`config.mk`:
```
export PLATFORM = sky130hd
export DESIGN_NAME = qs_stack_mc
export DESIGN_NICKNAME = d
export VERILOG_FILES = /design/src/rtl/qs_stack_mc.sv
export SDC_FILE = /design/constraint.sdc
export NUM_CORES = 2
export LEC_CHECK = 0
export BUFFER_PORTS_ARGS = -buffer_cell sky130_fd_sc_hd__buf_2
export CORE_MARGIN = 5
export CORE_UTILIZATION = 35
export DETAILED_ROUTE_END_ITERATION = 16
export PLACE_DENSITY_LB_ADDON = 0.05
export REMOVE_ABC_BUFFERS = 1
export SYNTH_ARGS = -nofsm -noshare
export SYNTH_HDL_FRONTEND = slang
export SYNTH_SLANG_ARGS = --single-unit
```
`constraint.sdc`:
```
create_clock -name clk -period 9.45 [get_ports clk]
set_input_delay 1.4175 -clock clk [delete_from_list [all_inputs] [get_ports clk]]
set_output_delay 1.4175 -clock clk [all_outputs]
set_load 0.005 [all_outputs]
```
`src/rtl/qs_stack_mc.sv`:
```
// qs_stack_mc: multi-channel LIFO for the quicksort datapath.
// C independent stacks of N x W-bit entries share one single-port SRAM of C*N
// words. Entry i of channel c lives at address c*N + i. At most one command is
// accepted per cycle. Pop/peek data appears on the registered response port one
// cycle after the command.
//
// Ports:
//   clk, rst      clock; synchronous active-low reset
//   cmd_vld       command valid (no backpressure)
//   cmd_ch        target channel
//   cmd_op        00 push, 01 pop, 10 clear, 11 peek (or error when disabled)
//   cmd_push_dat  push data
//   cmd_err_w     combinational: current command is illegal and ignored
//   rsp_vld_r     registered one-cycle response strobe
//   rsp_ch_r      registered response channel
//   rsp_dat_r     registered popped/peeked word, held until the next response
//   empty_r       per-channel empty flags
//   full_r        per-channel full flags
//   cnt_r         per-channel occupancy, channel c at [c*CW +: CW]
//
// Optional feature: define QS_STACK_MC_PEEK_EN to enable op 11 as peek.
module qs_stack_mc #(
    parameter  int C   = 4,
    parameter  int N   = 16,
    parameter  int W   = 32,
    localparam int CHW = (C > 1) ? $clog2(C) : 1,
    localparam int CW  = $clog2(N + 1)
) (
    input  logic              clk,
    input  logic              rst,
    input  logic              cmd_vld,
    input  logic [CHW-1:0]    cmd_ch,
    input  logic [1:0]        cmd_op,
    input  logic [W-1:0]      cmd_push_dat,
    output logic              cmd_err_w,
    output logic              rsp_vld_r,
    output logic [CHW-1:0]    rsp_ch_r,
    output logic [W-1:0]      rsp_dat_r,
    output logic [C-1:0]      empty_r,
    output logic [C-1:0]      full_r,
    output logic [C*CW-1:0]   cnt_r
);

    localparam int AW = (C * N > 1) ? $clog2(C * N) : 1;

    typedef enum logic [1:0] {
        OP_PUSH  = 2'b00,
        OP_POP   = 2'b01,
        OP_CLEAR = 2'b10,
        OP_PEEK  = 2'b11
    } op_e;

    logic [W-1:0]   mem [C*N];

    logic           ch_ok;
    logic [CHW-1:0] ch_idx;
    logic [CW-1:0]  cur_cnt;
    logic [CW-1:0]  cnt_nxt;
    logic [AW-1:0]  wr_addr;
    logic [AW-1:0]  rd_addr;
    logic           do_wr;
    logic           do_rd;
    logic           upd;
    logic           err;

    // Command decode. An out-of-range channel is steered to 0 so array
    // indexing stays in bounds; the command is flagged as an error anyway.
    always_comb begin
        ch_ok   = (32'(cmd_ch) < C);
        ch_idx  = ch_ok ? cmd_ch : '0;
        cur_cnt = cnt_r[32'(ch_idx)*CW +: CW];
        wr_addr = AW'(32'(ch_idx) * N + 32'(cur_cnt));
        rd_addr = AW'(32'(ch_idx) * N + 32'(cur_cnt) - 1);
        cnt_nxt = cur_cnt;
        do_wr   = 1'b0;
        do_rd   = 1'b0;
        upd     = 1'b0;
        err     = 1'b0;
        if (cmd_vld) begin
            if (!ch_ok) begin
                err = 1'b1;
            end else begin
                case (op_e'(cmd_op))
                    OP_PUSH: begin
                        if (full_r[ch_idx]) begin
                            err = 1'b1;
                        end else begin
                            do_wr   = 1'b1;
                            upd     = 1'b1;
                            cnt_nxt = cur_cnt + CW'(1);
                        end
                    end
                    OP_POP: begin
                        if (empty_r[ch_idx]) begin
                            err = 1'b1;
                        end else begin
                            do_rd   = 1'b1;
                            upd     = 1'b1;
                            cnt_nxt = cur_cnt - CW'(1);
                        end
                    end
                    OP_CLEAR: begin
                        upd     = 1'b1;
                        cnt_nxt = '0;
                    end
                    OP_PEEK: begin
`ifdef QS_STACK_MC_PEEK_EN
                        if (empty_r[ch_idx]) begin
                            err = 1'b1;
                        end else begin
                            do_rd = 1'b1;
                        end
`else
                        err = 1'b1;
`endif
                    end
                    default: err = 1'b1;
                endcase
            end
        end
        cmd_err_w = err;
    end

    // SRAM write port; contents survive reset, only the counts are cleared.
    always_ff @(posedge clk) begin
        if (rst && do_wr) begin
            mem[wr_addr] <= cmd_push_dat;
        end
    end

    always_ff @(posedge clk) begin
        if (!rst) begin
            cnt_r     <= '0;
            empty_r   <= '1;
            full_r    <= '0;
            rsp_vld_r <= 1'b0;
            rsp_ch_r  <= '0;
            rsp_dat_r <= '0;
        end else begin
            rsp_vld_r <= do_rd;
            if (do_rd) begin
                rsp_ch_r  <= ch_idx;
                rsp_dat_r <= mem[rd_addr];
            end
            if (upd) begin
                cnt_r[32'(ch_idx)*CW +: CW] <= cnt_nxt;
                empty_r[ch_idx]             <= (cnt_nxt == '0);
                full_r[ch_idx]              <= (cnt_nxt == CW'(N));
            end
        end
    end

endmodule

```
==> impl_metrics.py <==
metrics = {
    "clock_tree": {
        "root_buffer": "clkbuf_16",
        "clk_latency_ns": 0.86,
        "cts_hold_buffers": 0,
        "clock_edge_transition_at_the_registers_on_the_reported_setup_and_hold_paths_ns": 0.06,
        "post_cts_resize_count": 0,
        "cts_buffers": 225,
        "cts.path.max_buffers": 3,
        "ctsHtreeMaxLevel": 4,
        "post_cts_buffers": 0,
        "tritoncts": "yes",
        "clkSinkCount": 2111,
    },
    "sta": {
        "rsz0062_at_grt": "false",
        "final_max_slew_viol_count": 0,
        "final-setup-viol-count": 0,
        "timing.final.hold_violations": 0,
        "finalWorstSetupSlack_ns": 3.815,
        "worst-slew-pin-transition_ns": 1.301,
        "max_freq_mhz": 177.4,
        "slew_headroom": 0.1309,
        "final_period_minus_worst_setup_slack_ns": 5.635,
        "fin_skew_ns": 0.02440,
        "period_share": 0.5963,
    },
    "synth": {
        "synthCells": 5433,
        "ys_ff_latch": 2111,
        "yosysSeqAreaShare": 0.7646,
        "synth_cell_type_count": 56,
        "yosys_warnings": 0,
        "synthArstFlopShare": 0,
        "synth_area_um2": 82080,
        "number_of_enable_type_register_cells_in_the_synthesized_netlist": 2048,
        "synthesis.area_per_instance_um2": 15.11,
        "ys_dominant_reg_cell": "edfxtp_1",
    },
    "critical_path": {
        "reg2reg_setup_slack_ns": 4.51,
        "endpoint_kind": "flip-flop",
        "worstPathCellList": "buf_2 > mux2i_1 > mux2_8 > inv_8 > or3_4 > nor3_1 > xor2_1 > nand3_2 > buf_4 > a21oi_1 > a2111oi_2",
        "ff2ff_path_depth": 10,
        "timing.critical_path.slowest_cell_delay_ns": 1.06,
        "crit_family": "simple AND/OR/NAND/NOR gates",
        "required_ns": 10.12,
        "critPathLaunchType": "input pin",
        "critPathMaxFanout": 63,
        "critical_path.reg2reg.endpoint": "rsp_dat_r[8]$_SDFFE_PN0P_",
        "critPathKind": "in -> reg",
        "regToRegStartpoint": "cnt_r[0]$_SDFFE_PN0P_",
        "crit_buf_inv": 3,
        "slowest_stage": "a21oi_1",
        "critical_path_arrival_ns": 6.31,
    },
    "place": {
        "gp_routability_congestion": 0.7546,
        "buffer_ports.inserted": 102,
        "dp_slack_ns": 2.854,
        "hpwlAfterDp_um": 140000,
    },
    "global_route": {
        "grt_first_pass_wirelength_um": 377700,
        "grt_antenna_before_repair": 13,
        "grt_start_max_net_pins": 168,
        "track_usage": 0.2166,
        "number_of_global_route_vias_before_repair": 46980,
        "grt_remaining_overflow": 0,
    },
    "final_layout": {
        "syn_to_final_growth_pct": 14.46,
        "fillers": 21570,
        "final_core_utilization": 0.4033,
        "layout.nets": 5632,
        "final_common_cell": "edfxtp_1",
        "most-common-layout-cells": "edfxtp_1, nand2_1, nand3_1",
        "post_route_cells_drive_above_1_share": 0.1431,
    },
    "run": {
        "max_cap_violations": 0,
    },
    "power": {
        "p_total_w": 0.01895,
        "static_leakage_nw": 29.64,
        "irDropWorstVdd_mv": 0.1849,
        "p_per_area_nw_per_um2": 201.7,
    },
    "route": {
        "detail_route.vias_per_cell": 5.358,
        "drt_first_pass_iters": 7,
        "route.vias.total": 47730,
        "drt_iter0_markers": 4486,
        "ant_nets": 0,
        "routed_wirelength_um": 268900,
        "drt-wirelength-per-cell_um": 30.19,
        "drc_errors": 0,
    },
    "worst_hold_path": {
        "hold_end": "full_r[3]$_SDFFE_PN0P_",
        "min_from": "full_r[3]$_SDFFE_PN0P_",
        "holdPathStages": 2,
        "hold_path_class": "reg -> reg",
    },
    "floorplanning": {
        "floorplan.core_area_um2": 233000,
        "initial_core_util": 0.3523,
        "die_span_in_x_um": 494.3,
        "top_level_ports": 103,
        "fp-row-count": 177,
        "dieHeight_um": 494.3,
        "area_enclosed_by_the_die_boundary_um2": 244300,
    },
    "status": {
        "status": "finished, final reports clean",
    },
}
==> tightest hold or removal path, cell delays in order, from the launching register on <==
cell     delay (ns)
dfxtp_1        0.32
nand3_1        0.06
o21ai_0        0.07
==> cell families after synthesis <==
| family | count (synthesis) | share of synthesized area |
|---|---|---|
| XOR/XNOR | 8 | 0.001631 |
| AND/OR/NAND/NOR | 2278 | 0.1189 |
| AO/OA/AOI/OAI | 406 | 0.04110 |
| flip-flops | 2111 | 0.7646 |
| buffers and inverters | 348 | 0.01875 |
| adder cells (fa/ha/maj) | 10 | 0.001524 |
| multiplexers | 272 | 0.05346 |
==> routing by layer <==
metal | vias to the layer above | track usage | share of wire
li1 | 20960 | - | -
met1 | 25120 | 0.3201 | 0.47
met2 | 1351 | 0.3411 | 0.46
met3 | 294 | 0.02998 | 0.049
met4 | 0 | 0.04917 | 0.020
met5 | - | 0 | 0
==> worst max-delay path by stage <==
stage	start	end	cells after the start
after floorplan	cmd_ch[0]	rsp_dat_r[31]$_SDFFE_PN0P_	9
after global placement	cmd_ch[0]	rsp_dat_r[8]$_SDFFE_PN0P_	10
after detailed placement	cmd_ch[0]	rsp_dat_r[28]$_SDFFE_PN0P_	11
after CTS	cmd_ch[0]	rsp_dat_r[28]$_SDFFE_PN0P_	11
after global routing	cmd_ch[0]	rsp_dat_r[8]$_SDFFE_PN0P_	11
final	cmd_ch[0]	rsp_dat_r[8]$_SDFFE_PN0P_	11
==> sequential cells by signal, indices dropped and copies added (netlist names) <==
signal and count:
cnt_r 20, empty_r 4, full_r 4, mem 2048, rsp_ch_r 2, rsp_dat_r 32, rsp_vld_r 1
==> through the flow <==
step	instances	area (um^2)	hold slack, ns	TNS [ns]
6_report	8907	93950	0.5019	0
5_1_grt	8903	93940	0.5387	0
4_1_cts	8898	93930	0.5089	0
3_5_place_dp	8488	87010	0.4923	0
3_3_place_gp	8487	86990	0.4811	0
2_1_floorplan	5094	80570	0.4599	-3097.74
==> synthesized netlist by cell type (2+ instances only) <==
master     instances  share of area
nand2_4            2        0.00027
edfxtp_1        2048           0.75
or4_1             33         0.0030
clkbuf_1         193         0.0088
buf_6              9         0.0012
dfxtp_1           63          0.015
and4_1             2        0.00021
nor3_1            35         0.0021
a32oi_1          134          0.014
buf_4              4        0.00037
a41oi_1          125          0.013
mux4_2           133          0.036
nand4_1           11        0.00084
and2_1            14         0.0011
nor2_1            88         0.0040
xor2_4             2        0.00067
inv_1              8        0.00037
o21ai_0           50         0.0030
a211oi_1           4        0.00037
o21a_1             2        0.00018
a21boi_0           2        0.00018
ha_1              10         0.0015
nor2b_1           13        0.00099
a31oi_1            3        0.00023
mux2i_1          138          0.017
nand2_1         1430          0.065
nand3_1          577          0.035
a2111oi_2         30         0.0055
buf_2            120         0.0073
o211ai_1           5        0.00046
a21oi_1           43         0.0026
and3_1            64         0.0049
xnor2_1            3        0.00032
buf_1             13        0.00059
==> cell type report <==
| cell class | count | area (um^2) | area share |
|---|---|---|---|
| Sequential cell | 2111 | 62760 | 0.6680 |
| Multi-Input combinational cell | 2974 | 18380 | 0.1957 |
| Clock buffer | 312 | 6202 | 0.06602 |
| Tap cell | 3132 | 3919 | 0.04171 |
| Timing Repair Buffer | 262 | 1903 | 0.02026 |
| Clock inverter | 98 | 718.2 | 0.007644 |
| Inverter | 9 | 41.29 | 0.0004395 |
| Antenna cell | 9 | 22.52 | 0.0002397 |
==> report_power, final <==
group / internal, W / switching (W) / leakage (nW)
combinational: 0.0000408 / 0.000239 / 7.33
clock: 0.00474 / 0.00366 / 3.41
sequential: 0.0103 / 0.00000437 / 18.9
Power figures use the tool's default switching activity.
